--- config.mk ---
export PLATFORM = sky130hd
export DESIGN_NAME = dff_pipe
export DESIGN_NICKNAME = d
export VERILOG_FILES = /design/src/rtl/dff_pipe.sv
export SDC_FILE = /design/constraint.sdc
export NUM_CORES = 1
export LEC_CHECK = 0
export CAP_MARGIN = 20
export CORE_MARGIN = 5
export CORE_UTILIZATION = 52
export DETAILED_ROUTE_END_ITERATION = 12
export PLACE_DENSITY = 0.9
export REMOVE_ABC_BUFFERS = 1
export SYNTH_ARGS = -nofsm -noshare
export SYNTH_HDL_FRONTEND = slang
export SYNTH_SLANG_ARGS = --single-unit
--- constraint.sdc ---
create_clock -name clk_i -period 2.95 [get_ports clk_i]
set_clock_uncertainty 0.2 [all_clocks]
set_input_delay 0.295 -clock clk_i [delete_from_list [all_inputs] [get_ports clk_i]]
set_output_delay 0.295 -clock clk_i [all_outputs]
set_load 0.03 [all_outputs]
--- src/rtl/dff_pipe.sv ---
// dff_pipe: WIDTH-bit, DEPTH-stage elastic register pipeline with valid/ready back-pressure and flush.
// Define DFF_PIPE_COUNT_EN to add the registered occupancy_o output.
module dff_pipe #(
    parameter int               WIDTH       = 8,
    parameter int               DEPTH       = 3,
    parameter logic [WIDTH-1:0] RESET_VALUE = '0
) (
    input  logic                       clk_i,
    input  logic                       reset_i,
    input  logic                       flush_i,
    input  logic                       in_valid_i,
    input  logic [WIDTH-1:0]           in_data_i,
    output logic                       in_ready_o,
    output logic                       out_valid_o,
    output logic [WIDTH-1:0]           out_data_o,
`ifdef DFF_PIPE_COUNT_EN
    output logic [$clog2(DEPTH+1)-1:0] occupancy_o,
`endif
    input  logic                       out_ready_i
);

    if (DEPTH < 1) begin : g_bad_depth
        $error("dff_pipe: DEPTH must be at least 1");
    end

    logic [DEPTH-1:0] valid_q, valid_d;
    logic [WIDTH-1:0] data_q [DEPTH];
    logic [WIDTH-1:0] data_d [DEPTH];
    logic [DEPTH-1:0] rdy;
    logic             push;
    logic             pop;

    // A stage can move when it is empty or every stage below it can move.
    always_comb begin
        logic acc;
        acc = out_ready_i;
        rdy = '0;
        for (int k = DEPTH - 1; k >= 0; k--) begin
            acc    = acc | ~valid_q[k];
            rdy[k] = acc;
        end
    end

    assign in_ready_o  = rdy[0] & ~flush_i & reset_i;
    assign push        = in_valid_i & in_ready_o;
    assign pop         = valid_q[DEPTH-1] & out_ready_i;
    assign out_valid_o = valid_q[DEPTH-1];
    assign out_data_o  = data_q[DEPTH-1];

    always_comb begin
        valid_d = valid_q;
        data_d  = data_q;
        if (flush_i) begin
            valid_d = '0;
        end else begin
            if (rdy[0]) begin
                valid_d[0] = push;
                if (push) begin
                    data_d[0] = in_data_i;
                end
            end
            // Empty stages load too, which is what compacts bubbles.
            for (int k = 1; k < DEPTH; k++) begin
                if (rdy[k]) begin
                    valid_d[k] = valid_q[k-1];
                    data_d[k]  = data_q[k-1];
                end
            end
        end
    end

    always_ff @(posedge clk_i or negedge reset_i) begin
        if (!reset_i) begin
            valid_q <= '0;
            for (int k = 0; k < DEPTH; k++) begin
                data_q[k] <= RESET_VALUE;
            end
        end else begin
            valid_q <= valid_d;
            data_q  <= data_d;
        end
    end

`ifdef DFF_PIPE_COUNT_EN
    localparam int CW = $clog2(DEPTH + 1);

    logic [CW-1:0] occ_q, occ_d;

    always_comb begin
        occ_d = occ_q;
        if (flush_i) begin
            occ_d = '0;
        end else begin
            occ_d = occ_q + CW'(push) - CW'(pop);
        end
    end

    always_ff @(posedge clk_i or negedge reset_i) begin
        if (!reset_i) begin
            occ_q <= '0;
        end else begin
            occ_q <= occ_d;
        end
    end

    assign occupancy_o = occ_q;
`endif

endmodule

==> results.cfg, run 1 <==
[critical_path]
crit_type = in2out
cpPeakStageDelay_ns = 0.52
start_kind = input pin
reg2reg_slack_ns = 1.21
required_ns = 2.46
reg2reg_depth = 3
arrival_ns = 1.50
crit_fanout = 17
path_delay_family = buffers and inverters
crit_slowest_cell = clkdlybuf4s50_1
r2r-end = data_q[14]$_DFFE_PN0P_
crit_buf_inv = 3
crit_chain = clkdlybuf4s50_1, buf_4, nor3b_1, buf_4
reg2reg_from = valid_q[2]$_DFFE_PN0P_
cpMostUsedCell = buf_4
cp-end-kind = output pin

[sta]
min_period_ns = 2.00
slew_viol_final = 0
max_freq_mhz = 501
fin_ws_ns = 0.954
timing.final.crit_share = 0.677
rsz0062_at_grt = no
setup_violations = 0
fin_setup_tns_ns = 0
finalHoldViolCount = 0
worst_pin_slew_ns = 0.529
worst_hold_slack_ns = 0.149
slew_headroom = 0.647

[drt]
avgRoutedWirePerCell_um = 15.3
drc_errors = 0
ant_nets = 0
viasPerCell = 5.26
vias = 626
first_pass_iters = 4
wl_um = 1820
drtIter0Drc = 2

[yosys]
synth_cell_types = 13
synth-seq-area-share = 0.616
syn_avg_cell_area_um2 = 15.0
yosys_register_bits = 27
synth_compound_area_frac = 0.0171
synth_xor_area_frac = 0
synth_warnings = 0
synthAdderAreaFrac = 0
synth_top_family_by_area = multiplexers
synth_mux_area_frac = 0.246
synth-simple-area-share = 0.0627
synthCells = 73
syn_area_um2 = 1100

[global_routing]
grt_use_met2 = 0.218
met1_usage = 0.166
grt_pass1_wl_um = 3240
grt_pass1_vias = 686
grt-busiest-layer = met2
grt_max_degree = 18
gr-total-overflow = 0
grtUsageTotal = 0.136
grt.met3_usage = 0.0325
antenna_found_initial = 0

[cells_and_area]
fillers = 146
antenna_cells = 0
fin_area_um2 = 1330
fin_util = 0.670
drive_gt1_frac = 0.380
multi_input_area_um2 = 358
seq_area_um2 = 676
nNetsFinal = 106
syn2layout_area_growth_pct = 21.0

[clocking]
clk_latency_ns = 0.32
hold_buffers = 0
clkSinkCount = 27
cts_setup_buffers = 0
htree_levels = 1
clock_path_buffers = 2
root_buffer = clkbuf_4
cts_resized = 0
cts_buffers = 3
path_clk_slew_ns = 0.14
cts_tree = done

[place]
placed_area_um2 = 1300
port_buffers = 22
dp_hpwl_um = 1370
pre_cts_ws_ns = 0.829
gp_congestion = 0.682

[floorplanning]
die_y_um = 55.9
io_pins = 23
die_area_um2 = 3130
core_um2 = 1980
row_count = 16
initial_core_util = 0.554
fp.dieW_um = 55.9

[flow_run]
cap_viol_max_count = 0

[pwr]
vdd_drop_max_mv = 0.491
leakagePower_uw = 0.000559
p_per_area_nw_per_um2 = 676

[min_path]
hold_path_class = in2async

[outcome]
outcome = finished clean
-- through the flow --
step	instances	power, uW
CTS	119	905
detailed placement	115	754
floorplan	64	635
global route	119	949
global placement	115	743
finish	119	897
-- area by class of cell --
type,count,share of cell area
Sequential cell,27,0.509
Multi-Input combinational cell,37,0.270
Timing Repair Buffer,24,0.175
Tap cell,27,0.0254
Clock buffer,3,0.0170
Clock inverter,1,0.00377
-- worst reg2reg max path, stage by stage, from the launching register on --
cell     delay [ns]
dfrtp_1        0.42
nor2b_1        0.19
a21oi_2        0.45
mux2_2         0.40
-- cell usage after synthesis --
| library cell | number | area, um2 |
|---|---|---|
| a21oi_1 | 2 | 10.0 |
| a21oi_2 | 1 | 8.76 |
| and4b_4 | 1 | 13.8 |
| buf_4 | 8 | 60.1 |
| clkbuf_1 | 1 | 3.75 |
| dfrtp_1 | 27 | 676 |
| mux2_2 | 24 | 270 |
| nand2_1 | 1 | 3.75 |
| nor2_1 | 4 | 15.0 |
| nor2_2 | 1 | 6.26 |
| nor2b_1 | 1 | 6.26 |
| nor3_4 | 1 | 16.3 |
| nor3b_1 | 1 | 7.51 |
-- placed cells by master, fill, tap and decap left out, types with 2 or more instances in the layout --
| cell | Yosys | layout |
|---|---|---|
| clkbuf_4 | 0 | 3 |
| mux2_2 | 24 | 24 |
| buf_4 | 8 | 3 |
| a21oi_1 | 2 | 2 |
| nor2_1 | 4 | 4 |
| dfrtp_1 | 27 | 27 |
| clkdlybuf4s50_1 | 0 | 21 |
-- report_power, final --
| part | internal, uW | total (uW) | switching (uW) |
|---|---|---|---|
| clock | 50.8 | 156 | 105 |
| combinational | 134 | 254 | 120 |
| sequential | 449 | 488 | 38.7 |
-- worst max-delay path by stage --
stage / start / endpoint / slack [ns] / cells after the start
after global placement: out_ready_i / data_q[20]$_DFFE_PN0P_ / 0.88 / 4
after CTS: reset_i / in_ready_o / 0.91 / 4
after floorplan: valid_q[2]$_DFFE_PN0P_ / in_ready_o / 0.99 / 2
after detailed placement: out_ready_i / data_q[20]$_DFFE_PN0P_ / 0.83 / 4
after global routing: reset_i / in_ready_o / 0.79 / 4
final: reset_i / in_ready_o / 0.95 / 4
-- layer usage --
layer  routed length, um  vias to the layer above
met5                   0                        -
met4                  46                        0
met3                  93                        4
met2                 904                       16
met1                 775                      321
li1                    -                      285
-- logic make-up after synthesis --
kind of cell	count (synthesis)
compound gates	3
buf+inv	9
flops	27
mux	24
simple gates	10
-- registers in the layout, summed over array words and instances (netlist names) --
name	cells
valid_q	3
data_q	16
out_data_o	8
Power figures use the tool's default switching activity.
==> inputs of run 2 (changes only) <==
--- a/config.mk
+++ b/config.mk
@@ -7,9 +7,9 @@
 export LEC_CHECK = 0
 export CAP_MARGIN = 20
 export CORE_MARGIN = 5
-export CORE_UTILIZATION = 52
+export CORE_UTILIZATION = 44
 export DETAILED_ROUTE_END_ITERATION = 12
-export PLACE_DENSITY = 0.9
+export PLACE_DENSITY = 0.82
 export REMOVE_ABC_BUFFERS = 1
 export SYNTH_ARGS = -nofsm -noshare
 export SYNTH_HDL_FRONTEND = slang
==> constraint.sdc (replaced) <==
create_clock -name clk_i -period 1.7 [get_ports clk_i]
set_clock_uncertainty 0.2 [all_clocks]
set_input_delay 0.17 -clock clk_i [delete_from_list [all_inputs] [get_ports clk_i]]
set_output_delay 0.17 -clock clk_i [all_outputs]
set_load 0.03 [all_outputs]
==> run 2 against run 1 <==
The run now ends with negative hold slack left. Hold slack lost 0.15 ns. Via count grew 0.32%. Cell count grew 9.2%. Die area grew 15%. Global-route usage shrank 1.9 points. Non-clock buffer count grew 8. Cell area grew 4.8%. Clock power grew 72%. First-iteration DRC count grew to 4.5 times the previous value. Critical path type is now reg2out.
==> results.cfg, run 2 (synthesis gave the netlist of run 1 again) <==
[flow_run]
cap_viol_max_count = 0

[drt]
avgRoutedWirePerCell_um = 14.1
wl_um = 1830
viasPerCell = 4.83
first_pass_iters = 3
vias = 628
drtIter0Drc = 9
drc_errors = 0
ant_nets = 0

[clocking]
clk_latency_ns = 0.31
path_clk_slew_ns = 0.14
cts_tree = done
clkSinkCount = 27
clock_path_buffers = 2
root_buffer = clkbuf_4
hold_buffers = 0
htree_levels = 1
cts_buffers = 3

[cells_and_area]
final_common_cell = dfrtp_1
nNetsFinal = 114
seq_area_um2 = 676
syn2layout_area_growth_pct = 26.8
drive_gt1_frac = 0.440
largest_reg_flops = 16
fillers = 210
fin_cells = 130
antenna_cells = 0
final_cell_mix = dfrtp_1, mux2_2, clkdlybuf4s50_1
regMostFlops = data_q
multi_input_area_um2 = 363
fin_util = 0.572

[critical_path]
arrival_ns = 1.28
crit_type = reg2out
required_ns = 1.33
cp-end-kind = output pin
crit_fanout = 3
start_kind = flip-flop

[sta]
fin_setup_tns_ns = 0
worst_hold_slack_ns = -0.00231
min_period_ns = 1.65
finalHoldViolCount = 7
slew_viol_final = 0
max_freq_mhz = 605
rsz0062_at_grt = yes
worst_pin_slew_ns = 0.348
setup_violations = 0
timing.final.crit_share = 0.972
slew_headroom = 0.768

[outcome]
violations = negative hold slack
outcome = finished with violations

[global_routing]
gr-total-overflow = 0
grt_max_degree = 17
grtUsageTotal = 0.118
grt_pass1_wl_um = 3040
grt_pass1_vias = 657
antenna_found_initial = 0

[place]
dp_hpwl_um = 1440
gp_congestion = 0.757
dp_cells = 126
port_buffers = 22

[floorplanning]
row_count = 18
initial_core_util = 0.451
die_y_um = 59.9
io_pins = 23
die_area_um2 = 3590
fp.dieW_um = 59.9
core_um2 = 2430

[min_path]
hold_path_class = in2async

[pwr]
p_per_area_nw_per_um2 = 1100
vdd_drop_max_mv = 0.565
leakagePower_uw = 0.000617
-- run 2: cell types whose count changed in the layout (fill, tap and decap cells not counted), sizes merged --
| cell | delta |
|---|---|
| clkinvlp | +1 |
| clkdlybuf4s50 | -9 |
| buf | +8 |
| dlygate4sd2 | +9 |
| clkinv | -1 |
-- run 2: worst max-delay path, cell delays in order, from the launching register on --
cell and delay (ns):
dfrtp_1 0.41, and4b_4 0.23, nor3b_2 0.15, buf_4 0.18
-- run 2: path summary, 6_finish.rpt --
check	from	end	slack, ns	cells after the start
max	valid_q[0]$_DFFE_PN0P_	in_ready_o	0.05	3
min	reset_i	out_data_o[6]$_DFFE_PN0P_	-0.002	2
max reg2reg	valid_q[0]$_DFFE_PN0P_	data_q[22]$_DFFE_PN0P_	0.08	4
min reg2reg	out_data_o[3]$_DFFE_PN0P_	out_data_o[3]$_DFFE_PN0P_	0.32	1
max in group asynchronous	reset_i	out_data_o[4]$_DFFE_PN0P_	1.10	2
min in group clk_i	in_data_i[5]	data_q[21]$_DFFE_PN0P_	0.26	2
-- run 2: area by class of cell --
type / count / share of cell area
clock inverter: 1 / 0.00540
timing repair buffer: 32 / 0.205
sequential: 27 / 0.486
tap: 30 / 0.0270
clock buffer: 3 / 0.0162
multi-input combinational: 37 / 0.261
-- run 2: what timing repair did --
| item | CTS | global route |
|---|---|---|
| buffers inserted | 1 | 0 |
| endpoints found under the setup margin | 10 | 1 |
| endpoints found under the hold margin | 0 | 0 |
| pin swaps | 2 | 2 |
| resized for setup | 10 | 1 |
-- run 2: power breakdown --
group          internal [uW]  switching (uW)  leakage, uW
clock                   89.6             179    0.0000139
combinational            203             210     0.000277
sequential               779            66.8     0.000326
-- run 2: per-layer routing --
| metal | vias up | track usage | share of wire |
|---|---|---|---|
| met3 | 2 | 0.0238 | 0.051 |
| met1 | 314 | 0.154 | 0.44 |
| met4 | 0 | 0.0665 | 0.019 |
| met5 | - | 0 | 0 |
| met2 | 14 | 0.181 | 0.49 |
| li1 | 298 | - | - |
-- run 2: per-stage QoR --
stage	total power (uW)	cell area, um2	setup slack, ns
after floorplan	1100	1030	-0.134
after global placement	1300	1360	-0.140
after detailed placement	1320	1360	-0.169
after CTS	1550	1390	0.0177
after global routing	1620	1390	-0.0226
final	1530	1390	0.0468
